`src/rtl/ccff_loader_if.sv`:
```
// ccff_loader_if: valid/ready word stream feeding the configuration loader.
//   s_data  - configuration word, bit 0 is shifted onto the chain first
//   s_valid - s_data holds a word
//   s_ready - loader takes the word this cycle
// Modports: master (word source), slave (loader).
interface ccff_loader_if #(
    parameter int DATA_W = 32
) ();
    logic [DATA_W-1:0] s_data;
    logic              s_valid;
    logic              s_ready;

    modport master (output s_data, output s_valid, input s_ready);
    modport slave  (input s_data, input s_valid, output s_ready);
endinterface

```
`src/rtl/ccff_loader.sv`:
```
// ccff_loader: sequences the fabric configuration chain. Words taken over the
// src stream are serialised LSB-first onto ccff_head, one bit per cycle with
// ccff_shift_en high, until BITSTREAM_SIZE bits have been shifted.
// Optional pre-load chain-length check, enabled by CCFF_LOADER_CHAIN_CHECK_EN:
// flush the chain with zeros, send one marker bit and expect it on ccff_tail
// after exactly BITSTREAM_SIZE shifts.
// Ports:
//   prog_clk, prog_reset - clock, asynchronous active-high reset
//   start                - single-cycle load request, honoured only when idle
//   src                  - word stream (slave side)
//   ccff_head            - registered serial bit to the chain head
//   ccff_shift_en        - registered chain clock-enable
//   ccff_tail            - chain tail output
//   busy                 - sequence in progress
//   done, error          - sticky status, cleared by start
//   err_code             - 0 none, 1 tail early, 2 tail late/missing
module ccff_loader #(
    parameter int BITSTREAM_SIZE = 29696,
    parameter int DATA_W         = 32
) (
    input  logic             prog_clk,
    input  logic             prog_reset,
    input  logic             start,
    ccff_loader_if.slave     src,
    output logic             ccff_head,
    output logic             ccff_shift_en,
    input  logic             ccff_tail,
    output logic             busy,
    output logic             done,
    output logic             error,
    output logic [1:0]       err_code
);
    localparam int NumWords = BITSTREAM_SIZE / DATA_W;
    localparam int CntW     = $clog2(BITSTREAM_SIZE + 2);
    localparam int WordCntW = $clog2(NumWords + 1);
    localparam int SrCntW   = $clog2(DATA_W + 1);

    localparam logic [CntW-1:0]     LastBit  = CntW'(BITSTREAM_SIZE - 1);
    localparam logic [CntW-1:0]     ChainLen = CntW'(BITSTREAM_SIZE);
    localparam logic [CntW-1:0]     CntMax   = CntW'(BITSTREAM_SIZE + 1);
    localparam logic [WordCntW-1:0] WordsAll = WordCntW'(NumWords);
    localparam logic [SrCntW-1:0]   SrRefill = SrCntW'(DATA_W - 1);

    localparam logic [2:0] StIdle  = 3'd0;
    localparam logic [2:0] StFlush = 3'd1;
    localparam logic [2:0] StMark  = 3'd2;
    localparam logic [2:0] StLoad  = 3'd3;
    localparam logic [2:0] StFin   = 3'd4;

    logic [2:0]          state_q, state_d;
    logic [CntW-1:0]     cnt_q, cnt_d;
    logic [DATA_W-1:0]   sr_q, sr_d;
    logic [SrCntW-1:0]   sr_cnt_q, sr_cnt_d;   // bits still waiting in sr_q
    logic [WordCntW-1:0] words_q, words_d;
    logic                head_q, head_d;
    logic                shift_en_q, shift_en_d;
    logic                done_q, done_d;
    logic                accept;

`ifdef CCFF_LOADER_CHAIN_CHECK_EN
    logic       error_q, error_d;
    logic [1:0] err_code_q, err_code_d;
`endif

    // sr_cnt_q == 0 covers both "empty" and "head shows the last bit", so a word
    // taken on the last-bit cycle follows without a bubble.
    assign src.s_ready = (state_q == StLoad) && (sr_cnt_q == '0) && (words_q != WordsAll);
    assign accept      = src.s_valid && src.s_ready;

    always_comb begin
        state_d    = state_q;
        cnt_d      = cnt_q;
        sr_d       = sr_q;
        sr_cnt_d   = sr_cnt_q;
        words_d    = words_q;
        head_d     = head_q;
        shift_en_d = shift_en_q;
        done_d     = done_q;
`ifdef CCFF_LOADER_CHAIN_CHECK_EN
        error_d    = error_q;
        err_code_d = err_code_q;
`endif
        case (state_q)
            StIdle: begin
                if (start) begin
                    done_d   = 1'b0;
                    cnt_d    = '0;
                    sr_d     = '0;
                    sr_cnt_d = '0;
                    words_d  = '0;
                    head_d   = 1'b0;
`ifdef CCFF_LOADER_CHAIN_CHECK_EN
                    error_d    = 1'b0;
                    err_code_d = 2'd0;
                    state_d    = StFlush;
                    shift_en_d = 1'b1;
`else
                    state_d    = StLoad;
                    shift_en_d = 1'b0;
`endif
                end
            end
`ifdef CCFF_LOADER_CHAIN_CHECK_EN
            StFlush: begin
                cnt_d = cnt_q + 1'b1;
                if (cnt_q == LastBit) begin
                    state_d = StMark;
                    head_d  = 1'b1;
                    cnt_d   = '0;
                end
            end
            StMark: begin
                head_d = 1'b0;
                if (cnt_q != CntMax) begin
                    cnt_d = cnt_q + 1'b1;
                end
                if (ccff_tail) begin
                    if (cnt_q == ChainLen) begin
                        state_d    = StLoad;
                        shift_en_d = 1'b0;
                        cnt_d      = '0;
                    end else begin
                        state_d    = StIdle;
                        shift_en_d = 1'b0;
                        error_d    = 1'b1;
                        err_code_d = 2'd1;
                    end
                end else if (cnt_q >= ChainLen) begin
                    // This edge completes shift BITSTREAM_SIZE+1 with no marker seen.
                    state_d    = StIdle;
                    shift_en_d = 1'b0;
                    error_d    = 1'b1;
                    err_code_d = 2'd2;
                end
            end
`endif
            StLoad: begin
                if (shift_en_q && (cnt_q != CntMax)) begin
                    cnt_d = cnt_q + 1'b1;
                end
                if (sr_cnt_q != '0) begin
                    head_d     = sr_q[0];
                    sr_d       = sr_q >> 1;
                    sr_cnt_d   = sr_cnt_q - 1'b1;
                    shift_en_d = 1'b1;
                end else if (accept) begin
                    head_d     = src.s_data[0];
                    sr_d       = src.s_data >> 1;
                    sr_cnt_d   = SrRefill;
                    words_d    = words_q + 1'b1;
                    shift_en_d = 1'b1;
                end else begin
                    // Starved: head holds, chain does not move.
                    shift_en_d = 1'b0;
                end
                if (shift_en_q && (cnt_q == LastBit)) begin
                    state_d    = StFin;
                    shift_en_d = 1'b0;
                end
            end
            StFin: begin
                state_d    = StIdle;
                shift_en_d = 1'b0;
                done_d     = 1'b1;
            end
            default: begin
                state_d    = StIdle;
                shift_en_d = 1'b0;
            end
        endcase
    end

    always_ff @(posedge prog_clk or posedge prog_reset) begin
        if (prog_reset) begin
            state_q    <= StIdle;
            cnt_q      <= '0;
            sr_q       <= '0;
            sr_cnt_q   <= '0;
            words_q    <= '0;
            head_q     <= 1'b0;
            shift_en_q <= 1'b0;
            done_q     <= 1'b0;
        end else begin
            state_q    <= state_d;
            cnt_q      <= cnt_d;
            sr_q       <= sr_d;
            sr_cnt_q   <= sr_cnt_d;
            words_q    <= words_d;
            head_q     <= head_d;
            shift_en_q <= shift_en_d;
            done_q     <= done_d;
        end
    end

`ifdef CCFF_LOADER_CHAIN_CHECK_EN
    always_ff @(posedge prog_clk or posedge prog_reset) begin
        if (prog_reset) begin
            error_q    <= 1'b0;
            err_code_q <= 2'd0;
        end else begin
            error_q    <= error_d;
            err_code_q <= err_code_d;
        end
    end

    assign error    = error_q;
    assign err_code = err_code_q;
`else
    logic unused_tail;
    assign unused_tail = ccff_tail;
    assign error       = 1'b0;
    assign err_code    = 2'd0;
`endif

    assign ccff_head     = head_q;
    assign ccff_shift_en = shift_en_q;
    assign busy          = (state_q != StIdle);
    assign done          = done_q;
endmodule

```
`src/flat_wrapper.sv`:
```
// flat-port wrapper written by rule: the top's interface ports become plain ports
module ccff_loader_flat 
#(
    parameter int BITSTREAM_SIZE = 29696,
    parameter int DATA_W         = 32
)
  (prog_clk, prog_reset, start, ccff_head, ccff_shift_en, ccff_tail, busy, done, error, err_code, src_s_data, src_s_valid, src_s_ready);
  ccff_loader_if #(.DATA_W(DATA_W)) src_i ();
  input  logic prog_clk;
  input  logic prog_reset;
  input  logic start;
  output logic ccff_head;
  output logic ccff_shift_en;
  input  logic ccff_tail;
  output logic busy;
  output logic done;
  output logic error;
  output logic [1:0] err_code;
  input wire logic [$bits(src_i.s_data)-1:0] src_s_data;
  input wire logic [$bits(src_i.s_valid)-1:0] src_s_valid;
  output wire logic [$bits(src_i.s_ready)-1:0] src_s_ready;
  assign src_i.s_data = src_s_data;
  assign src_i.s_valid = src_s_valid;
  assign src_s_ready = src_i.s_ready;
  ccff_loader #(.BITSTREAM_SIZE(BITSTREAM_SIZE), .DATA_W(DATA_W)) u_core (.prog_clk(prog_clk), .prog_reset(prog_reset), .start(start), .src(src_i), .ccff_head(ccff_head), .ccff_shift_en(ccff_shift_en), .ccff_tail(ccff_tail), .busy(busy), .done(done), .error(error), .err_code(err_code));
endmodule
```
`config.mk`:
```
export PLATFORM = sky130hd
export DESIGN_NAME = ccff_loader_flat
export DESIGN_NICKNAME = d
export VERILOG_FILES = /design/src/rtl/ccff_loader_if.sv /design/src/rtl/ccff_loader.sv /design/src/flat_wrapper.sv
export SDC_FILE = /design/constraint.sdc
export NUM_CORES = 1
export LEC_CHECK = 0
export BUFFER_PORTS_ARGS = -buffer_cell sky130_fd_sc_hd__buf_2
export CAP_MARGIN = 20
export CORE_MARGIN = 5
export CORE_UTILIZATION = 55
export DETAILED_ROUTE_END_ITERATION = 10
export GPL_TIMING_DRIVEN = 1
export PLACE_DENSITY = 0.76
export SYNTH_ARGS = -nofsm -noshare
export SYNTH_HDL_FRONTEND = slang
export SYNTH_SLANG_ARGS = --single-unit
```
`constraint.sdc`:
```
create_clock -name prog_clk -period 5.25 [get_ports prog_clk]
set_input_delay 0.7875 -clock prog_clk [delete_from_list [all_inputs] [get_ports prog_clk]]
set_output_delay 0.7875 -clock prog_clk [all_outputs]
set_load 0.02 [all_outputs]
```
Yosys cells after proc, flatten, opt, wreduce, memory -nomap -nowiden
Index checks and enable logic that the tools add are counted.

Bits of input ports: 37. Bits in registers: 69.

Equal/unequal tests: 11. Reduce and logical (&&, ||, !) cells: 16. $add $sub $neg: 3. Muxes and demuxes: 27.

Operator list (count): 2-to-1 mux 32 bit (3); case mux 32 bit (2 select lines) (1); 2-to-1 mux 10 bit (3); 2-to-1 mux 15 bit (2); case mux 15 bit (2 select lines) (1); case mux 10 bit (2 select lines) (1); 2-to-1 mux 6 bit (3); adder 15 x 1 -> 15 bit, second input constant (1); equality test 15 bit, second input constant (1); inequality test 15 bit, second input constant (1); case mux 6 bit (2 select lines) (1); adder 10 x 1 -> 10 bit, second input constant (1); inequality test 10 bit, second input constant (1); inequality test 2 bit, second input constant (4); logical NOT 6 bit (1); 2-to-1 mux 1 bit (6); 2-to-1 mux 3 bit (2); case mux 1 bit (2 select lines) (3); case mux 3 bit (2 select lines) (1); AND reduction 3 bit (2); nonzero test 6 bit (1); subtractor 6 x 1 -> 6 bit, second input constant (1); logical AND 1 bit (5); AND reduction 2 bit (2); other kinds (8) (9).

Longest topological paths before layout
Depth after elaboration: 8. Mapped depth: 8. Depth with buffers taken out: 6.

Least setup slack after synthesis
Ideal clock, no wire load.

Path kind: reg-to-output. Start point: reg u_core.sr_cnt_q[0]. End point: out src_s_ready. Data arrival time: 1.778 ns. Stages on the path, launching flop included: 7. Data required time: 4.463 ns. Path buffers: 1. Slack: 2.685 ns. Path through: dfrtp_1 -> inv_1 -> ha_1 -> nor4b_2 -> nand2_1 -> clkbuf_1 -> nor3_1.

Word-level cells in the longest chain between the ends: 3.

RTL lines: start, declared (RTL line ccff_loader.sv:53) `logic [SrCntW-1:0] sr_cnt_q, sr_cnt_d;`; start signal, assigned (RTL line ccff_loader.sv:187) `sr_cnt_q <= sr_cnt_d;`; logical NOT 6 bit (RTL line ccff_loader.sv:67) `assign src.s_ready = (state_q == StLoad) && (sr_cnt_q == '0) && (words_q != WordsAll);`; logical AND 1 bit (2 in a row) (RTL line ccff_loader.sv:67); end, declared (RTL line flat_wrapper.sv:21) `output wire logic [$bits(src_i.s_ready)-1:0] src_s_ready;`.

Every way passes these cells.

Worst setup path in the final report
Ends and elaborated chain as after synthesis.

==> flow_summary_export.csv <==
group,metric,value,unit
cells_and_area,diodes,0,
setup_path,end_kind,"output port",
synth,ys_seq_area_share,42.3,%
power_and_ir_drop,swShare,34.6,%
timing,period_share,61.4,%
route,drt_iter0_drc,152,
route,drtPass1Iterations,4,
clocking,clock_latency,0.34,ns
cells_and_area,multi_input_area,0.00210,sq mm
placement,gp_congestion,0.851,
clocking,cts_buffers,9,
global_route,grt_pass1_wl,14500,microns
clocking,clock_path_buffers,2,
synth,avgSynthCellArea,9.79,sq um
power_and_ir_drop,p_int,1.24,mW
global_route,grt-ovfl-total,0,
global_route,antenna_found_initial,0,
clocking,h-tree-depth,3,
timing,fin_setup_tns,0,ns
power_and_ir_drop,p_per_area,433,mW/mm^2
setup_path,cp.required,4.46,ns
synth,ys_ff_latch,67,
cells_and_area,fillers,642,
timing,rsz0062_at_grt,"no",
synth,synth.distinct_cells,55,
power_and_ir_drop,p_comb_share,35.0,%
route,vias_per_cell,6.01,
setup_path,cp-start-kind,"flip-flop",
cells_and_area,nNetsFinal,475,
route,antenna_left,0,
timing,worstMarginPinSlew,1.11,ns
setup_path,critical_path_class,"reg -> out",
timing,worst_slew_margin_rel,26.1,%
timing,hold_violations,0,
placement,numPortBuffers,40,
power_and_ir_drop,pwr-share-clk,22.7,%
synth,syn_inst,405,
global_route,grt_pass1_vias,3182,
power_and_ir_drop,p_switching,656,uW
cells_and_area,final_cell_mix,"dfrtp_1 (67), nand3_1 (44), a21oi_1 (42)",
timing,finClkSkew,0.00873,ns
clocking,post_cts_resized,0,
power_and_ir_drop,p_leak,2.05,nW
hold_path,worstHoldPathType,"reg -> reg",
run_status,status,"finished clean",
floorplan,rows,31,
synth,synth_edf_count,0,
floorplan,chipWidth,94.9,microns
route,num_vias,3214,
global_route,grt_use_total,20.5,%
power_and_ir_drop,seqPwrFrac,42.2,%
power_and_ir_drop,peakVddDrop,0.288,mV
run,cap_violations,0,
clocking,hold_buffers,0,
floorplan,die_area,0.00901,sq mm
route,wire_per_inst,15.8,microns
power_and_ir_drop,totalPowerFinal,1.90,mW
setup_path,arrival,2.43,ns
floorplan,ios,45,
synth,ys.warnings.count,0,
floorplan,die_h,94.9,microns
clocking,cts_tree,"yes",
placement,post-dp-hpwl,5410,microns
setup_path,path_max_fanout,32,
synth,syn_area,0.00396,sq mm
cells_and_area,ff_latch_area,0.00168,sq mm
clocking,cts-root-buf,"clkbuf_8",
clocking,path_clk_slew,0.07,ns
cells_and_area,syn_to_final_growth,10.6,%
cells_and_area,layout-drive-gt1-share,24.3,%
route,drc_errors,0,
route,routed_wirelength,8440,microns
clocking,cts_setup_buffers,0,
timing,min_period,3.22,ns
timing,slew_viol_final,0,
floorplan,initial_core_util,55.5,%
timing,max_freq,310,MHz
synth,ys.flop_type,"dfrtp_1",
global_route,grt_max_degree,68,
floorplan,core,0.00714,sq mm
cells_and_area,final_common_cell,"dfrtp_1",
synth,synthArstFlopShare,100,%
timing,setup_viol,0,
clocking,clock_sink_count,67,
==> critical path: stages, from the launching register on <==
cell and delay, ns:
dfrtp_1 0.40, inv_1 0.09, ha_1 0.17, nor4b_4 0.18
buf_4 0.35, nand2_1 0.37, nor3_1 0.31, buf_2 0.21
==> cells in the mapped netlist (all sizes together) (3+ instances only) <==
master,n,share of area (%)
nand2b,3,0.47
nor3,6,0.88
ha,6,1.9
nand4b,3,0.66
buf,7,1.5
or3,7,1.1
o31ai,3,0.57
a21oi,42,5.3
nor2,13,1.4
nand3,44,5.6
nand2,22,2.1
a31oi,6,0.95
mux2,35,13
or4,5,0.95
nand4,9,1.4
o21ai,40,5.1
dfrtp,67,42
mux2i,10,2.5
clkbuf,24,2.3
and3,7,1.1
inv,13,1.2
==> worst paths after layout <==
check / from / to / slack [ns] / depth (start not counted)
max in group asynchronous: prog_reset / u_core.sr_cnt_q[3] / 4.00 / 3
setup / recovery: u_core.sr_cnt_q[0] / src_s_ready / 2.03 / 7
setup reg to reg: u_core.sr_cnt_q[0] / u_core.ccff_head / 2.31 / 7
hold reg to reg: u_core.sr_q[29] / u_core.sr_q[29] / 0.51 / 1
hold / removal: u_core.sr_q[29] / u_core.sr_q[29] / 0.51 / 1
min in group asynchronous: prog_reset / u_core.cnt_q[0] / 0.69 / 3
==> metrics by stage <==
stage	std cells	utilization [%]	hold WS (ns)	area (sq um)	worst slack [ns]
after floorplan	407	-	0.464	3970	2.68
after global placement	520	58.7	0.484	4190	2.38
after detailed placement	520	58.7	0.487	4190	2.33
after CTS	535	61.4	0.507	4380	2.02
after global routing	535	61.4	0.521	4380	1.84
final	535	61.4	0.507	4380	2.03
==> power groups by stage <==
stage | Sequential [mW] | Clock [mW] | Combinational (mW)
2_1_floorplan | 0.750 | 0 | 0.573
3_3_place_gp | 0.797 | 0 | 0.640
3_5_place_dp | 0.804 | 0 | 0.666
4_1_cts | 0.797 | 0.446 | 0.668
5_1_grt | 0.823 | 0.466 | 0.746
6_report | 0.801 | 0.431 | 0.664
==> routing by layer <==
layer,global-route usage [%],routed length (microns)
met5,0,0
met4,7.33,141
met3,4.78,308
met2,34.2,4170
met1,25.9,3810
==> final cells by class <==
class / count / share of cell area, %
tap: 99 / 2.83
multi-input combinational: 296 / 48.0
inverter: 13 / 1.11
sequential: 67 / 38.3
timing repair buffer: 45 / 5.42
clock buffer: 13 / 3.63
clock inverter: 2 / 0.799
==> state kept, by name, summed over array words and instances, names as in the netlist <==
signal / count
u_core.sr_q: 31
u_core.cnt_q: 15
u_core.words_q: 10
u_core.sr_cnt_q: 6
u_core.state_q: 2
u_core.ccff_head: 1
u_core.ccff_shift_en: 1
u_core.done: 1
==> kinds of logic (layout without fill, tap and decap cells) <==
logic type	Yosys count	in the layout	share of synthesized area, %
fa+ha+maj	6	6	1.89
flops	67	67	42.3
compound gates	105	105	15.5
other cells	1	3	0.0946
simple gates	136	136	19.7
mux	45	45	15.2
xor+xnor	1	1	0.221
buf+inv	44	73	5.08
Note: power is estimated with default switching activity, not from simulation.
